### config.mk
export PLATFORM = sky130hd
export DESIGN_NAME = alu_seq_flat
export DESIGN_NICKNAME = d
export VERILOG_FILES = /design/src/rtl/alu_seq_pkg.sv /design/src/rtl/alu_seq_if.sv /design/src/rtl/alu_rot_stage.sv /design/src/rtl/alu_seq.sv /design/src/flat_wrapper.sv
export SDC_FILE = /design/constraint.sdc
export NUM_CORES = 1
export LEC_CHECK = 0
export ABC_AREA = 1
export CELL_PAD_IN_SITES_DETAIL_PLACEMENT = 2
export CELL_PAD_IN_SITES_GLOBAL_PLACEMENT = 2
export CORE_MARGIN = 1.5
export CORE_UTILIZATION = 30
export DETAILED_ROUTE_END_ITERATION = 8
export PLACE_DENSITY_LB_ADDON = 0.1
export SLEW_MARGIN = 20
export SYNTH_ARGS = -nofsm -noshare
export SYNTH_HDL_FRONTEND = slang
export SYNTH_SLANG_ARGS = --single-unit
### constraint.sdc
create_clock -name clk -period 5.3 [get_ports clk]
set_clock_uncertainty 0.15 [all_clocks]
set_input_delay 1.06 -clock clk [delete_from_list [all_inputs] [get_ports clk]]
set_output_delay 1.06 -clock clk [all_outputs]
set_load 0.1 [all_outputs]
### src/rtl/alu_seq_pkg.sv
// alu_pkg: opcode and state types shared by the sequential ALU, its
// rotate stage and any block that issues requests to it.
package alu_pkg;

  // 5-bit opcode space; only the first seven codes are defined.
  typedef enum logic [4:0] {
    OP_ADD  = 5'd0,
    OP_SUB  = 5'd1,
    OP_NOR  = 5'd2,
    OP_NOT  = 5'd3,
    OP_ROL  = 5'd4,
    OP_ROR  = 5'd5,
    OP_PASS = 5'd6
  } op_e;

  typedef enum logic {
    IDLE   = 1'b0,
    ROTATE = 1'b1
  } state_e;

  // Fill bit replicated across the datapath width for an undefined opcode.
  localparam logic OP_ILLEGAL_RESULT = 1'b0;

  // True for the two opcodes that may take the iterative path.
  function automatic logic is_rotate(input logic [4:0] op);
    return (op == OP_ROL) || (op == OP_ROR);
  endfunction

endpackage

### src/rtl/alu_seq_if.sv
// Request/response bus of the sequential ALU: a valid/ready request channel
// carrying opcode and operands, and a valid/ready result channel with flags.
interface alu_seq_if #(
  parameter int WIDTH = 32
);
  logic             in_valid;
  logic             in_ready;
  logic [4:0]       in_op;
  logic [WIDTH-1:0] in_a;
  logic [WIDTH-1:0] in_b;
  logic             out_valid;
  logic             out_ready;
  logic [WIDTH-1:0] out_result;
  logic             out_zero;
  logic             out_nonneg;
  logic             out_illegal;

  // Issuer / result consumer side.
  modport master (
    output in_valid, in_op, in_a, in_b, out_ready,
    input  in_ready, out_valid, out_result, out_zero, out_nonneg, out_illegal
  );

  // ALU side.
  modport slave (
    input  in_valid, in_op, in_a, in_b, out_ready,
    output in_ready, out_valid, out_result, out_zero, out_nonneg, out_illegal
  );
endinterface

### src/rtl/alu_rot_stage.sv
// alu_rot_stage: combinational rotate of WIDTH bits by 0..ROT_STEP positions,
// left or right, built as one conditional power-of-two rotate per amount bit.
module alu_rot_stage #(
  parameter  int WIDTH    = 32,
  parameter  int ROT_STEP = 4,
  localparam int SW       = $clog2(ROT_STEP) + 1
) (
  input  logic [WIDTH-1:0] data_i,
  input  logic             dir_i,   // 0: rotate left, 1: rotate right
  input  logic [SW-1:0]    amt_i,   // 0..ROT_STEP
  output logic [WIDTH-1:0] data_o
);

  logic [SW:0][WIDTH-1:0] lvl;

  assign lvl[0] = data_i;

  for (genvar k = 0; k < SW; k++) begin : g_lvl
    localparam int SH = 1 << k;
    logic [WIDTH-1:0] rl;
    logic [WIDTH-1:0] rr;
    // A shift by exactly WIDTH yields zero, so SH == WIDTH degenerates to identity.
    assign rl = (lvl[k] << SH) | (lvl[k] >> (WIDTH - SH));
    assign rr = (lvl[k] >> SH) | (lvl[k] << (WIDTH - SH));
    assign lvl[k+1] = amt_i[k] ? (dir_i ? rr : rl) : lvl[k];
  end

  assign data_o = lvl[SW];

endmodule

### src/rtl/alu_seq.sv
// alu_seq: one-op-at-a-time ALU between register read and writeback.
// Simple ops and zero-distance rotates complete in one cycle; other rotates
// iterate ROT_STEP bits per cycle in the ROTATE state. The output register
// is only ever reloaded when it is empty or draining, so completion never stalls.
module alu_seq
  import alu_pkg::*;
#(
  parameter int WIDTH    = 32,
  parameter int ROT_STEP = 4
) (
  input  logic       clk,
  input  logic       reset_n,
  input  logic       flush,
  output logic       busy,
  alu_seq_if.slave   bus
);

  localparam int AMT_W = $clog2(WIDTH);
  localparam int SW    = $clog2(ROT_STEP) + 1;

  // Control and iteration state
  state_e           state_q;
  logic [WIDTH-1:0] work_q;
  logic [AMT_W-1:0] rem_q;
  logic             dir_q;
  logic             pend_nonneg_q;

  // Output register
  logic             out_valid_q;
  logic [WIDTH-1:0] out_result_q;
  logic             out_zero_q;
  logic             out_nonneg_q;
  logic             out_illegal_q;

  // Combinational helpers
  logic             in_ready_d;
  logic             accept;
  logic             drain;
  logic             rot_start;
  logic [AMT_W-1:0] amt;
  logic [WIDTH-1:0] diff_d;
  logic             nonneg_d;
  logic [WIDTH-1:0] simple_res_d;
  logic             simple_ill_d;
  logic [SW-1:0]    step_d;
  logic [AMT_W-1:0] rem_d;
  logic [WIDTH-1:0] rot_out;

  assign in_ready_d = (state_q == IDLE) && (!out_valid_q || bus.out_ready) && !flush;
  assign accept     = bus.in_valid && in_ready_d;
  assign drain      = out_valid_q && bus.out_ready;
  assign amt        = bus.in_a[AMT_W-1:0];
  assign rot_start  = accept && is_rotate(bus.in_op) && (amt != '0);
  assign diff_d     = bus.in_b - bus.in_a;
  assign nonneg_d   = ~diff_d[WIDTH-1];

  // Single-cycle result for every op that does not need iteration.
  always_comb begin
    simple_res_d = {WIDTH{OP_ILLEGAL_RESULT}};
    simple_ill_d = 1'b0;
    case (bus.in_op)
      OP_ADD:         simple_res_d = bus.in_a + bus.in_b;
      OP_SUB:         simple_res_d = diff_d;
      OP_NOR:         simple_res_d = ~(bus.in_a | bus.in_b);
      OP_NOT:         simple_res_d = ~bus.in_a;
      OP_ROL, OP_ROR: simple_res_d = bus.in_b;   // zero-distance rotate
      OP_PASS:        simple_res_d = bus.in_b;
      default:        simple_ill_d = 1'b1;
    endcase
  end

  // Distance covered this iteration: min(ROT_STEP, remaining).
  always_comb begin
    if (int'(rem_q) > ROT_STEP) begin
      step_d = SW'(ROT_STEP);
    end else begin
      step_d = SW'(rem_q);
    end
    rem_d = rem_q - AMT_W'(step_d);
  end

  alu_rot_stage #(
    .WIDTH    (WIDTH),
    .ROT_STEP (ROT_STEP)
  ) u_rot (
    .data_i (work_q),
    .dir_i  (dir_q),
    .amt_i  (step_d),
    .data_o (rot_out)
  );

  // Control FSM plus iteration and output registers.
  always_ff @(posedge clk or negedge reset_n) begin
    if (!reset_n) begin
      state_q       <= IDLE;
      work_q        <= '0;
      rem_q         <= '0;
      dir_q         <= 1'b0;
      pend_nonneg_q <= 1'b0;
      out_valid_q   <= 1'b0;
      out_result_q  <= '0;
      out_zero_q    <= 1'b0;
      out_nonneg_q  <= 1'b0;
      out_illegal_q <= 1'b0;
    end else if (flush) begin
      state_q     <= IDLE;
      out_valid_q <= 1'b0;
      rem_q       <= '0;
    end else begin
      case (state_q)
        IDLE: begin
          if (rot_start) begin
            // Accept implies the output register is empty or draining now.
            state_q       <= ROTATE;
            work_q        <= bus.in_b;
            rem_q         <= amt;
            dir_q         <= (bus.in_op == OP_ROR);
            pend_nonneg_q <= nonneg_d;
            out_valid_q   <= 1'b0;
          end else if (accept) begin
            out_result_q  <= simple_res_d;
            out_zero_q    <= (simple_res_d == '0);
            out_nonneg_q  <= nonneg_d;
            out_illegal_q <= simple_ill_d;
            out_valid_q   <= 1'b1;
          end else if (drain) begin
            out_valid_q <= 1'b0;
          end
        end
        ROTATE: begin
          work_q <= rot_out;
          rem_q  <= rem_d;
          if (rem_d == '0) begin
            state_q       <= IDLE;
            out_result_q  <= rot_out;
            out_zero_q    <= (rot_out == '0);
            out_nonneg_q  <= pend_nonneg_q;
            out_illegal_q <= 1'b0;
            out_valid_q   <= 1'b1;
          end else if (drain) begin
            out_valid_q <= 1'b0;
          end
        end
        default: state_q <= IDLE;
      endcase
    end
  end

  assign bus.in_ready    = in_ready_d;
  assign bus.out_valid   = out_valid_q;
  assign bus.out_result  = out_result_q;
  assign bus.out_zero    = out_zero_q;
  assign bus.out_nonneg  = out_nonneg_q;
  assign bus.out_illegal = out_illegal_q;
  assign busy            = (state_q != IDLE);

endmodule

### src/flat_wrapper.sv
// flat-port wrapper written by rule: the top's interface ports become plain ports
module alu_seq_flat import alu_pkg::*;
#(
  parameter int WIDTH    = 32,
  parameter int ROT_STEP = 4
)
  (clk, reset_n, flush, busy, bus_in_valid, bus_in_op, bus_in_a, bus_in_b, bus_out_ready, bus_in_ready, bus_out_valid, bus_out_result, bus_out_zero, bus_out_nonneg, bus_out_illegal);
  alu_seq_if #(.WIDTH(WIDTH)) bus_i ();
  input  logic clk;
  input  logic reset_n;
  input  logic flush;
  output logic busy;
  input wire logic [$bits(bus_i.in_valid)-1:0] bus_in_valid;
  input wire logic [$bits(bus_i.in_op)-1:0] bus_in_op;
  input wire logic [$bits(bus_i.in_a)-1:0] bus_in_a;
  input wire logic [$bits(bus_i.in_b)-1:0] bus_in_b;
  input wire logic [$bits(bus_i.out_ready)-1:0] bus_out_ready;
  output wire logic [$bits(bus_i.in_ready)-1:0] bus_in_ready;
  output wire logic [$bits(bus_i.out_valid)-1:0] bus_out_valid;
  output wire logic [$bits(bus_i.out_result)-1:0] bus_out_result;
  output wire logic [$bits(bus_i.out_zero)-1:0] bus_out_zero;
  output wire logic [$bits(bus_i.out_nonneg)-1:0] bus_out_nonneg;
  output wire logic [$bits(bus_i.out_illegal)-1:0] bus_out_illegal;
  assign bus_i.in_valid = bus_in_valid;
  assign bus_i.in_op = bus_in_op;
  assign bus_i.in_a = bus_in_a;
  assign bus_i.in_b = bus_in_b;
  assign bus_i.out_ready = bus_out_ready;
  assign bus_in_ready = bus_i.in_ready;
  assign bus_out_valid = bus_i.out_valid;
  assign bus_out_result = bus_i.out_result;
  assign bus_out_zero = bus_i.out_zero;
  assign bus_out_nonneg = bus_i.out_nonneg;
  assign bus_out_illegal = bus_i.out_illegal;
  alu_seq #(.WIDTH(WIDTH), .ROT_STEP(ROT_STEP)) u_core (.clk(clk), .reset_n(reset_n), .flush(flush), .busy(busy), .bus(bus_i));
endmodule
Word level (Yosys, flattened, before mapping)
Cells that the tools add are included.

Word-level logic and storage cells: 97. Register bits after elaboration: 76. Bits of input ports: 74.

Eq/ne operators: 11. Mux-type cells: 40. Add/subtract/negate cells: 3. $lt $le $gt $ge: 1. Reduce and logical (&&, ||, !) cells: 20. Bitwise logic cells: 12.

Operators with widths (number): 32-bit 2-to-1 mux (10); 32-bit case mux with 5 select lines (1); 32-bit case mux with 2 select lines (2); 32-bit logical NOT (2); 32-bit NOT (2); 32-bit adder (1); 28-bit by 32-bit bitwise OR with 32-bit output (1); 30-bit by 32-bit bitwise OR with 32-bit output (1); 31-bit by 32-bit bitwise OR with 32-bit output (1); 32-bit by 1-bit bitwise OR with 32-bit output (1); 32-bit by 2-bit bitwise OR with 32-bit output (1); 32-bit bitwise OR (1); 32-bit by 4-bit bitwise OR with 32-bit output (1); 32-bit subtractor (1); 1-bit 2-to-1 mux (18); 5-bit by 3-bit == test with 1-bit output, second input constant (3); 5-bit by 2-bit == test with 1-bit output, second input constant (2); 5-bit logical NOT (2); 5-bit 2-to-1 mux (2); 1-bit case mux with 2 select lines (5); 5-bit case mux with 2 select lines (1); 7-bit OR reduction (1); 1-bit logical AND (6); 5-bit by 1-bit == test with 1-bit output, second input constant (1); other kinds (14) (20).

Depth between registers and ports, before layout
Depth in word-level cells: 12. Depth in mapped cells: 22. Mapped depth without buffers: 22.

By module
Synthesis repeated with hierarchy kept, for this count alone.

Cells, all modules: 2263. Area total of the unflattened synthesis: 12956.2 µm².

By module, submodules not included: alu_seq (cells an instance 1738, area each 10017.1 µm², times used 1, seq. area each 1901.8 µm²); alu_rot_stage (cells an instance 525, area each 2939.1 µm², times used 1, seq. area each 0.0 µm²).

Worst setup path before layout
Ideal clock, no wire load.

Kind: input to register. Start point: input port bus_out_ready. End point: register u_core.out_zero_q (netlist: u_core.bus.out_zero). Buffers on the path: 2. Setup slack: 0.532 ns. Required time: 5.030 ns. Stages: 13. Data arrival time: 4.498 ns. Path through: nor2_1 > nor3_1 > nand2_1 > nor3_1 > and2_1 > nor2_1 > a31o_2 > nand2_2 > inv_2 > buf_6 > buf_2 > nand2_1 > nand2_1.

Word-level cells in the longest chain between the ends: 8.

Ends and longest elaborated chain: from (decl) (line flat_wrapper.sv:17) `input wire logic [$bits(bus_i.out_ready)-1:0] bus_out_ready;`; 1-bit logical OR (*) (line alu_seq.sv:49) `assign in_ready_d = (state_q == IDLE) && (!out_valid_q || bus.out_ready) && !flush;`; 1-bit logical AND (*) (2 in series) (line alu_seq.sv:49); named net bus_in_ready (line flat_wrapper.sv:18) `output wire logic [$bits(bus_i.in_ready)-1:0] bus_in_ready;`; 1-bit logical AND (*) (line alu_seq.sv:50) `assign accept = bus.in_valid && in_ready_d;`; 1-bit logical AND (2 in series) (line alu_seq.sv:53) `assign rot_start = accept && is_rotate(bus.in_op) && (amt != '0);`; 2-bit != test (no source line); 4-bit AND reduction (no source line) (*); to (signal assigned) (line alu_seq.sv:122) `out_zero_q <= (simple_res_d == '0);`; to (signal assigned) (line alu_seq.sv:136) `out_zero_q <= (rot_out == '0);`; to (decl) (line alu_seq.sv:31) `logic out_zero_q;`.

Mark *: on every way through the listed nets, which the timed path passes. The rest lies on a longest branch. A chain may end at the register's enable or synchronous reset.

Worst setup path after layout
Start point: input port bus_in_b[2]. End point: register u_core.out_zero_q (netlist: u_core.bus.out_zero).

Word-level cells in the longest chain between the ends: 7.

Ends and longest elaborated chain: from (decl) (line flat_wrapper.sv:16) `input wire logic [$bits(bus_i.in_b)-1:0] bus_in_b;`; parallel branches: the longest is 2 deep, another holds 32-bit subtractor; 32-bit case mux with 5 select lines (*) (line alu_seq.sv:61) `case (bus.in_op)`; 32-bit logical NOT (*) (line alu_seq.sv:122); 1-bit 2-to-1 mux (*) (line alu_seq.sv:120) `end else if (accept) begin`; 1-bit 2-to-1 mux (*) (line alu_seq.sv:112) `if (rot_start) begin`; 1-bit case mux with 2 select lines (*) (line alu_seq.sv:110) `case (state_q)`.

Every way passes the cells marked *. The select of a mux whose other input is x is not followed.

==> results_dict.tcl <==
set metrics [dict create \
    cts_tree "done" \
    slew_violations 0 \
    period_minus_slack_ps 4636 \
    core_um2 41020 \
    yosysWarnings 0 \
    synth-seq-cells 76 \
    cts_resized 0 \
    synth-simple-area-share_pct 47.16 \
    fin_util_pct 35.32 \
    worstSetupPathType "input port to flip-flop" \
    layout_common_cells "nand2_1, nand3_1, inv_1" \
    routedWlPerCell_um 24.00 \
    clock.fmax_mhz 215.7 \
    grt_max_degree 131 \
    holdCritPathClass "flip-flop to flip-flop" \
    vias_per_cell 5.545 \
    track_usage_pct 31.93 \
    die_x_um 207.3 \
    gp_congestion 0.9688 \
    relSlewSlack_pct 30.43 \
    cts_buffers 9 \
    status "completed" \
    synth_area_per_cell_um2 5.508 \
    drive_above_1_share_pct 3.966 \
    dp_hpwl_um 56800 \
    grt_pass1_wl_um 104700 \
    required_ps 5460 \
    critPathMaxFanout 9 \
    final_common_cell "nand2_1" \
    wl_um 69180 \
    ir_worst_vdd_uv 169.4 \
    postLayoutCellArea_um2 14490 \
    muxShareOfSynthArea_pct 0 \
    synth_cell_types 43 \
    rsz0062_at_grt "false" \
    synth_cells 2273 \
    synth_seq_area_share_pct 15.19 \
    cts_buffer_depth 2 \
    setup_viol 0 \
    cp.arrival_ps 4790 \
    clock_latency_ps 370 \
    start_util_pct 30.52 \
    finalNetCount 2515 \
    post-cts-setup-buffer-count 0 \
    start_kind "input port" \
    die_h_um 207.3 \
    drc 0 \
    drtIter0Drc 1079 \
    grt_pass1_vias 16900 \
    endpoint_kind "flip-flop" \
    synth-xor-area-share_pct 0.2099 \
    path_clk_slew_ps 60 \
    power.density_nw_per_um2 237.3 \
    rows 74 \
    ys.flop_type "dfrtp_1" \
    io_pins 112 \
    root_buffer "clkbuf_16" \
    fin_tns_setup_ps 0 \
    synth_edf_count 0 \
    portBuffers 111 \
    die-area_um2 42970 \
    drtAntennaViolNets 0 \
    cts_max_level 3 \
    hold_viol_final 0 \
    dr.pass1.iters 5 \
    area_growth_pct 15.72 \
    grt.overflow.total 0 \
    syn_nets 2448 \
    max_cap_viol_count 0 \
    hold_ws_ps 349.5 \
    r2r_slack_ps 1730 \
    power.leakage_nw 7.531 \
    period_share_pct 87.47 \
    tightest_slew_ps 1040 \
    clock_sinks 76 \
    hold_buffers 0 \
    async_reset_ff_share_pct 100.0 \
    antenna_found_initial 6 \
    synth-compound-area-share_pct 14.09 \
    synth_top_family_by_area "simple AND/OR/NAND/NOR gates" \
    placed_area_um2 14140 \
    vias 15990 \
    netlist_area_um2 12520 \
    yosys.area_share.adder_pct 10.21 \
]
## metrics by stage
stage	worst slack, ps	std cells	total power, W
floorplan	532.2	2273	0.002044
global placement	412.4	2861	0.002666
detailed placement	369.1	2861	0.002722
CTS	742.1	2877	0.003447
global route	462.4	2883	0.003652
finish	664.0	2883	0.003438
## where the power goes
group	internal, W	total (W)	switching, W	leakage, nW
clock network	0.000427	0.000706	0.000279	0.156
logic	0.000538	0.00195	0.00141	6.51
registers	0.000690	0.000779	0.0000894	0.865
## worst max-delay path, cell delays in order
cell	delay (ps)
clkdlybuf4s50_1	690
inv_1	140
ha_1	490
inv_1	220
nand2_1	80
nand2_1	150
nand3_1	160
nand2_1	210
nand2_1	80
nand2_1	150
nand2_1	150
nand3_1	170
nand2_1	150
nand3_1	110
nand3_1	130
nor2_1	170
nand3_1	100
nor2_1	100
nand2_1	70
nand2_1	70
nand2_1	60
nand2_1	80
## layout make-up
class | instances | area (µm²)
fillers | 5316 | 26530
multi-input cells | 1787 | 8980
flip-flops and latches | 76 | 1906
repair buffers | 149 | 1404
inverters | 317 | 1190
well taps | 532 | 665.6
clock buffers | 11 | 242.7
clock inverters | 5 | 85.08
diodes | 6 | 15.01
## cells by family after synthesis
family / count (synthesis)
compound gates: 303
xor+xnor: 3
fa+ha+maj: 101
buf+inv: 410
flops: 76
other cells: 1
simple gates: 1379
## per-layer routing
layer / vias to the layer above / share of wire [%] / GRT usage, %
met1: 8080 / 46 / 43.52
met2: 332 / 48 / 55.07
met5: - / 0 / 0
met4: 0 / 2.1 / 8.139
li1: 7515 / - / -
met3: 59 / 3.7 / 1.664
## registers in the layout (all words and copies together) (netlist names)
signal / cells
u_core.dir_q: 1
u_core.bus.out_nonneg: 1
u_core.pend_nonneg_q: 1
u_core.work_q: 32
u_core.busy: 1
u_core.bus.out_valid: 1
u_core.bus.out_zero: 1
u_core.bus.out_illegal: 1
u_core.rem_q: 5
u_core.bus.out_result: 32
## cell usage after synthesis (2+ instances only)
master	count	area, µm²
a31oi_1	25	156.4
o21ai_0	91	455.4
o21a_1	2	15.01
buf_6	5	56.30
nand3_2	2	20.02
nor2_2	2	12.51
nand2_2	10	62.56
nor2_1	218	818.3
o21ai_1	4	20.02
inv_1	309	1160
a21oi_1	106	530.5
or2_2	6	37.54
o22ai_1	6	37.54
a22oi_1	29	217.7
nand2_1	695	2609
o41ai_1	2	17.52
clkbuf_1	29	108.9
fa_1	2	40.04
nand3_1	386	1932
a221oi_1	20	175.2
inv_2	7	26.28
xor2_1	2	17.52
o21bai_1	9	67.56
nor3_1	24	120.1
ha_1	99	1239
nand4_1	25	156.4
dfrtp_1	76	1902
buf_1	8	30.03
clkbuf_2	2	10.01
buf_2	49	245.2
and2_1	5	31.28
nor2_8	3	60.06
o211ai_1	5	37.54
## worst paths after layout
path,from,end,cells past startpoint
hold reg to reg,u_core.bus.out_result[3],u_core.bus.out_result[3],2
setup reg to reg,u_core.rem_q[4],u_core.bus.out_zero,17
setup / recovery,bus_in_b[2],u_core.bus.out_zero,22
max in group asynchronous,reset_n,u_core.dir_q,2
hold / removal,u_core.bus.out_result[3],u_core.bus.out_result[3],2
min in group asynchronous,reset_n,u_core.work_q[4],1
Note: power is estimated with default switching activity, not from simulation.
